===== src/rtl/fft_sample_loader.sv =====
// fft_sample_loader: gathers one frame of real samples into a buffer in
// bit-reversed order. It then presents the even/odd operand pairs for the
// base-case butterfly stage of FFT_Calc. The imaginary parts are zero, and
// no twiddle output is needed because the base-case twiddle is W^0.
module fft_sample_loader #(
  parameter int sample_size = 32,
  parameter int buffer_size = 8,
  localparam int addr_width = $clog2(buffer_size),
  localparam int pair_width = (addr_width > 1) ? addr_width - 1 : 1
) (
  input  logic                          clk,
  input  logic                          reset,
  input  logic signed [sample_size-1:0] in_sample,
  input  logic                          in_valid,
  output logic                          in_ready,
  output logic signed [sample_size-1:0] out_even_real,
  output logic signed [sample_size-1:0] out_even_imag,
  output logic signed [sample_size-1:0] out_odd_real,
  output logic signed [sample_size-1:0] out_odd_imag,
  output logic [pair_width-1:0]         out_pair_index,
  output logic                          out_valid,
  input  logic                          out_ready,
  output logic                          frame_done
);

  typedef enum logic [1:0] {IDLE, FILL, DRAIN} state_t;

  localparam logic [addr_width-1:0] LAST_WR = addr_width'(buffer_size - 1);
  localparam logic [pair_width-1:0] LAST_RD = pair_width'(buffer_size / 2 - 1);

  state_t                        state_q, state_d;
  logic [addr_width-1:0]         wr_cnt_q, wr_cnt_d;
  logic [pair_width-1:0]         rd_cnt_q, rd_cnt_d;
  logic                          frame_done_q, frame_done_d;
  logic signed [sample_size-1:0] buf_q [buffer_size];
  logic                          wr_en;
  logic [addr_width-1:0]         wr_addr;
  logic [addr_width-1:0]         ev_idx;
  logic [addr_width-1:0]         od_idx;

  // Reverses the index bits, so that sequential arrivals land in butterfly order.
  function automatic logic [addr_width-1:0] bitrev(input logic [addr_width-1:0] idx);
    logic [addr_width-1:0] r;
    for (int b = 0; b < addr_width; b++) r[b] = idx[addr_width-1-b];
    return r;
  endfunction

  assign wr_addr = bitrev(wr_cnt_q);
  // The two members of a pair are adjacent buffer slots 2k and 2k+1.
  assign ev_idx  = addr_width'({rd_cnt_q, 1'b0});
  assign od_idx  = ev_idx | addr_width'(1);

  // State, counters, done pulse and sample buffer; reset discards any partial frame.
  always_ff @(posedge clk or posedge reset) begin
    if (reset) begin
      state_q      <= IDLE;
      wr_cnt_q     <= '0;
      rd_cnt_q     <= '0;
      frame_done_q <= 1'b0;
      for (int i = 0; i < buffer_size; i++) buf_q[i] <= '0;
    end else begin
      state_q      <= state_d;
      wr_cnt_q     <= wr_cnt_d;
      rd_cnt_q     <= rd_cnt_d;
      frame_done_q <= frame_done_d;
      if (wr_en) buf_q[wr_addr] <= in_sample;
    end
  end

  // Next-state logic: fill a whole frame, then drain every pair, then refill.
  always_comb begin
    state_d      = state_q;
    wr_cnt_d     = wr_cnt_q;
    rd_cnt_d     = rd_cnt_q;
    frame_done_d = 1'b0;
    wr_en        = 1'b0;
    case (state_q)
      IDLE: state_d = FILL;
      FILL: begin
        if (in_valid) begin
          wr_en = 1'b1;
          if (wr_cnt_q == LAST_WR) begin
            wr_cnt_d = '0;
            state_d  = DRAIN;
          end else begin
            wr_cnt_d = wr_cnt_q + addr_width'(1);
          end
        end
      end
      DRAIN: begin
        if (out_ready) begin
          if (rd_cnt_q == LAST_RD) begin
            rd_cnt_d     = '0;
            state_d      = FILL;
            frame_done_d = 1'b1;
          end else begin
            rd_cnt_d = rd_cnt_q + pair_width'(1);
          end
        end
      end
      default: state_d = IDLE;
    endcase
  end

  // Output decode: the handshake follows the state, and the data is forced to zero outside DRAIN.
  always_comb begin
    in_ready       = (state_q == FILL);
    out_valid      = (state_q == DRAIN);
    out_even_real  = '0;
    out_odd_real   = '0;
    out_pair_index = '0;
    out_even_imag  = '0;
    out_odd_imag   = '0;
    if (state_q == DRAIN) begin
      out_even_real  = buf_q[ev_idx];
      out_odd_real   = buf_q[od_idx];
      out_pair_index = rd_cnt_q;
    end
  end

  assign frame_done = frame_done_q;

endmodule


===== config.mk =====
export PLATFORM = sky130hd
export DESIGN_NAME = fft_sample_loader
export DESIGN_NICKNAME = d
export VERILOG_FILES = /design/src/rtl/fft_sample_loader.sv
export SDC_FILE = /design/constraint.sdc
export NUM_CORES = 1
export LEC_CHECK = 0
export CORE_UTILIZATION = 58
export DETAILED_ROUTE_END_ITERATION = 8
export DONT_BUFFER_PORTS = 1
export PLACE_DENSITY_LB_ADDON = 0.05
export SKIP_CTS_REPAIR_TIMING = 1
export SLEW_MARGIN = 15
export SYNTH_ARGS = -nofsm -noshare
export SYNTH_HDL_FRONTEND = slang
export SYNTH_SLANG_ARGS = --single-unit
export TNS_END_PERCENT = 10

===== constraint.sdc =====
create_clock -name clk -period 8.1 [get_ports clk]
set_input_delay 0.81 -clock clk [delete_from_list [all_inputs] [get_ports clk]]
set_output_delay 0.81 -clock clk [all_outputs]
set_load 0.03 [all_outputs]

After elaboration in Yosys (flattened, before gate mapping)
Cells that the tools add are included.
Widths: inputs -> output; s select.
{ "classes": {"n_addsub": 2, "magnitude_cmp": 4, "n_eq_ne": 8, "mux": 24, "bitwise_logic": 3, "n_reduce_logical": 5} }
{ "op_table": {"columns": ["cell", "n"], "rows": [
  ["$bwmux 256", 1],
  ["$mux 32", 7],
  ["$bmux 32 s3", 2],
  ["$demux 32 s3", 1],
  ["$ge 4x4->1 const B", 3],
  ["$mux 2", 6],
  ["$not 3->4", 3],
  ["$ne 2x1->1 const B", 3],
  ["$pmux 2 s3", 1],
  ["$mux 1", 5],
  ["$eq 2x2->1 const B", 2],
  ["$lt 4x1->1 const B", 1],
  ["$reduce_and 2->1", 2],
  ["$reduce_and 4->1", 1],
  ["$add 3x1->3 const B", 1],
  ["$eq 3x3->1 const B", 1],
  ["$mux 3", 1],
  ["$add 2x1->2 const B", 1],
  ["$eq 2x1->1 const B", 1],
  ["$logic_not 2->1", 1],
  ["$ne 2x2->1 const B", 1],
  ["$logic_and 1x1->1", 1]
]} }
{ "totals": {"regBits": 264, "inputBits": 36, "output_inout_bits": 133} }

Logic depth before layout (Yosys ltp)
{ "depth": {"depth_word": 6, "mapped_depth": 5, "mapped_depth_nobuf": 4} }

Worst setup path before layout
No wires, ideal clock.
{ "synth_timing": {"path_type": "register to output", "from": "register rd_cnt_q[0]", "to": "output out_even_real[26]", "arrival_time_ns": 1.585, "required_time_ns": 7.290, "slack_ns": 5.705, "path_stages_with_launch": 6, "cell_sequence": "dfrtp_1 > clkbuf_1 > buf_6 > buf_6 > mux4_2 > and2_1"} }
{ "synth_via": {"elab_chain_len": 5} }
{ "synth_lines": {"columns": ["item", "line_no", "text"], "rows": [
  ["start: declaration", "33", "logic [pair_width-1:0] rd_cnt_q, rd_cnt_d;"],
  ["start signal: assignment", "64", "rd_cnt_q <= rd_cnt_d;"],
  ["$not 3->4 (not written as such)", "115", "out_even_real = buf_q[ev_idx];"],
  ["$bmux 32 s3", "115", null],
  ["$mux 32 (not written as such) (2 in a row)", "115", null],
  ["$mux 32", "114", "if (state_q == DRAIN) begin"],
  ["end: declaration", "16", "output logic signed [sample_size-1:0] out_even_real,"]
]} }
No other way between the ends. The select of a mux whose other input is x is not followed.

Final worst setup path
{ "layout_timing": {"from": "register rd_cnt_q[0]", "to": "output out_even_real[22]"} }
Same word-level chain as after synthesis.

==> metrics.yaml <==
numCtsBuffers: 28
fin_setup_tns_ps: 0
hpwl_um: 15000
maxCapViolCount: 0
seq_area_um2: 6610
path_cells: "buf_4 -> mux4_2 -> and2_1"
clk_latency_ps: 530
die_w_um: 151
core_um2: 21800
critPathMaxStageDelay_ps: 830
vias: 6408
p_per_area_nw_per_um2: 393
fmax_mhz: 264
synth.distinct_cells: 28
diodes: 0
synth_top_flop_cell: "dfrtp_1"
start_kind: "register"
fin_crit_ps: 3790
drtAntennaViolNets: 0
track_usage_pct: 23.5
drv_slew: 0
layout.nets: 831
gp_congestion: 0.727
required_ps: 7290
cts_tree: "done"
htreeDepth: 1
wl_um: 25500
start_util_pct: 59.0
cts_buffer_depth: 3
synth-edff-count: 0
peakVddDrop_mv: 0.182
cts.sinks: 264
fin_crit_sh_pct: 46.7
setup_viol: 0
n_fill_cell: 1618
yosysWarnings: 0
rows: 54
routed_via_density: 5.88
criticalPathCategory: "reg2out"
path_clk_slew_ps: 60
synthesis.area_um2: 12900
die_h_um: 151
multiInputGateArea_um2: 5650
final_area_um2: 13700
io_pins: 169
grt_pass1_wl_um: 40500
fin_worst_skew_ps: 8.34
async_flop_share_pct: 100
drt_iter0_markers: 227
seq_area_frac_synth_pct: 51.3
drt-wirelength-per-cell_um: 23.4
p_leak_nw: 6.24
max-slew-margin-rel_pct: 24.4
avgSynthCellArea_um2: 16.1
rsz0062_at_grt: "no"
cts_root_buf: "clkbuf_16"
slowest_stage: "dfrtp_4"
drive_gt1_share_pct: 46.8
ys_ff_latch: 264
worst_slew_pin_slew_ps: 1130
syn_to_final_growth_pct: 6.24
grt_max_degree: 106
outcome: "complete, no violations"
numPortBuffers: 0
hold_viol_final: 0
setup.worst_path.end_class: "output pin"
hp-class: "in2async"
syn_inst: 802
drt_pre_antenna_iters: 5
worstPathArrival_ps: 2980
gr-total-overflow: 0
crit_fanout: 36
die_area_um2: 22800
antenna_found_initial: 1
drcViolationCount: 0
place_area_um2: 12700
first_global_vias: 7050
[cells by family after synthesis]
group	Yosys count	synth area share [%]
AOI/OAI and AO/OA	5	0.233
adders and majority gates	7	0.680
buffers and inverters	115	6.74
DFF	264	51.3
muxes	322	36.4
other	1	0.0291
and+or+nand+nor	88	4.63
[cells in the mapped netlist (6+ instances only)]
master | instances | area (µm²)
buf_4 | 71 | 533
mux2_1 | 9 | 101
mux2_4 | 90 | 1350
mux2_2 | 159 | 1790
clkbuf_1 | 8 | 30.0
and2_1 | 66 | 413
buf_6 | 21 | 236
ha_1 | 7 | 87.6
nand2_1 | 6 | 22.5
buf_2 | 10 | 50.1
dfrtp_1 | 264 | 6610
mux4_2 | 64 | 1440
[metrics by stage]
stage          hold WS [ps]  setup slack, ps  util [%]  std cells  power (mW)
3_5_place_dp            484             4770      58.0       1038        4.03
4_1_cts                 296             4200      62.7       1090        5.42
6_report                249             4310      62.7       1090        5.37
5_1_grt                 317             4100      62.7       1090        5.64
3_3_place_gp            470             4810      58.0       1038        3.92
2_1_floorplan           459             21.4         -        865        3.72
[routing by layer]
layer / share of wire [%] / track usage, % / wire length, µm / up-vias
li1: - / - / - / 2730
met1: 44 / 33.0 / 11300 / 3478
met2: 49 / 38.5 / 12600 / 167
met3: 4.4 / 3.98 / 1120 / 33
met4: 2.0 / 5.25 / 508 / 0
met5: 0 / 0 / 0 / -
[final timing paths]
| kind | startpoint | endpoint | slack, ps | cells after the start |
|---|---|---|---|---|
| worst max-delay path | rd_cnt_q[0] | out_even_real[22] | 4310 | 3 |
| worst min-delay path | reset | buf_q[219] | 250 | 1 |
| worst max register to register | state_q[1] | buf_q[63] | 5630 | 3 |
| worst min register to register | buf_q[199] | buf_q[199] | 500 | 1 |
| max in group asynchronous | reset | buf_q[52] | 6360 | 2 |
| min in group clk | in_sample[27] | buf_q[59] | 410 | 1 |
[cell usage in the layout (no fill, tap or decap), drive strengths merged]
master	n
dfrtp	264
mux2	258
and2	66
mux4	64
conb	64
clkbuf	39
nand2	11
ha	7
clkinv	5
inv	5
bufinv	4
buf	4
nand3	3
o21ai	3
clkinvlp	3
nor2b	2
and3b	1
and4bb	1
and3	1
nand3b	1
nor2	1
or3	1
a21o	1
a22oi	1
[critical path, delay by kind of cell (launching register included)]
| kind | cells | cell delay, ps |
|---|---|---|
| flip-flops | 1 | 830 |
| buffers and inverters | 1 | 700 |
| multiplexers | 1 | 610 |
| AND/OR/NAND/NOR | 1 | 280 |
[state kept, by name, indices dropped and copies added, names as in the netlist]
signal      flops
state_q         2
frame_done      1
buf_q         256
wr_cnt_q        3
rd_cnt_q        2
[where the power goes]
| part | internal (mW) | total [mW] | leakage (nW) | switching [mW] |
|---|---|---|---|---|
| clock network | 0.847 | 1.37 | 0.493 | 0.526 |
| logic | 1.08 | 1.63 | 2.55 | 0.549 |
| registers | 1.97 | 2.37 | 3.19 | 0.397 |
| total | 3.90 | 5.37 | 6.24 | 1.47 |
[final cells by class]
class                           count  share of cell area (%)
Clock inverter                     13                    1.32
Multi-Input combinational cell    486                    41.3
Inverter                            4                   0.165
Timing Repair Buffer                4                   0.247
Tap cell                          280                    2.56
Clock buffer                       39                    6.09
Sequential cell                   264                    48.3
Power figures use the tool's default switching activity.
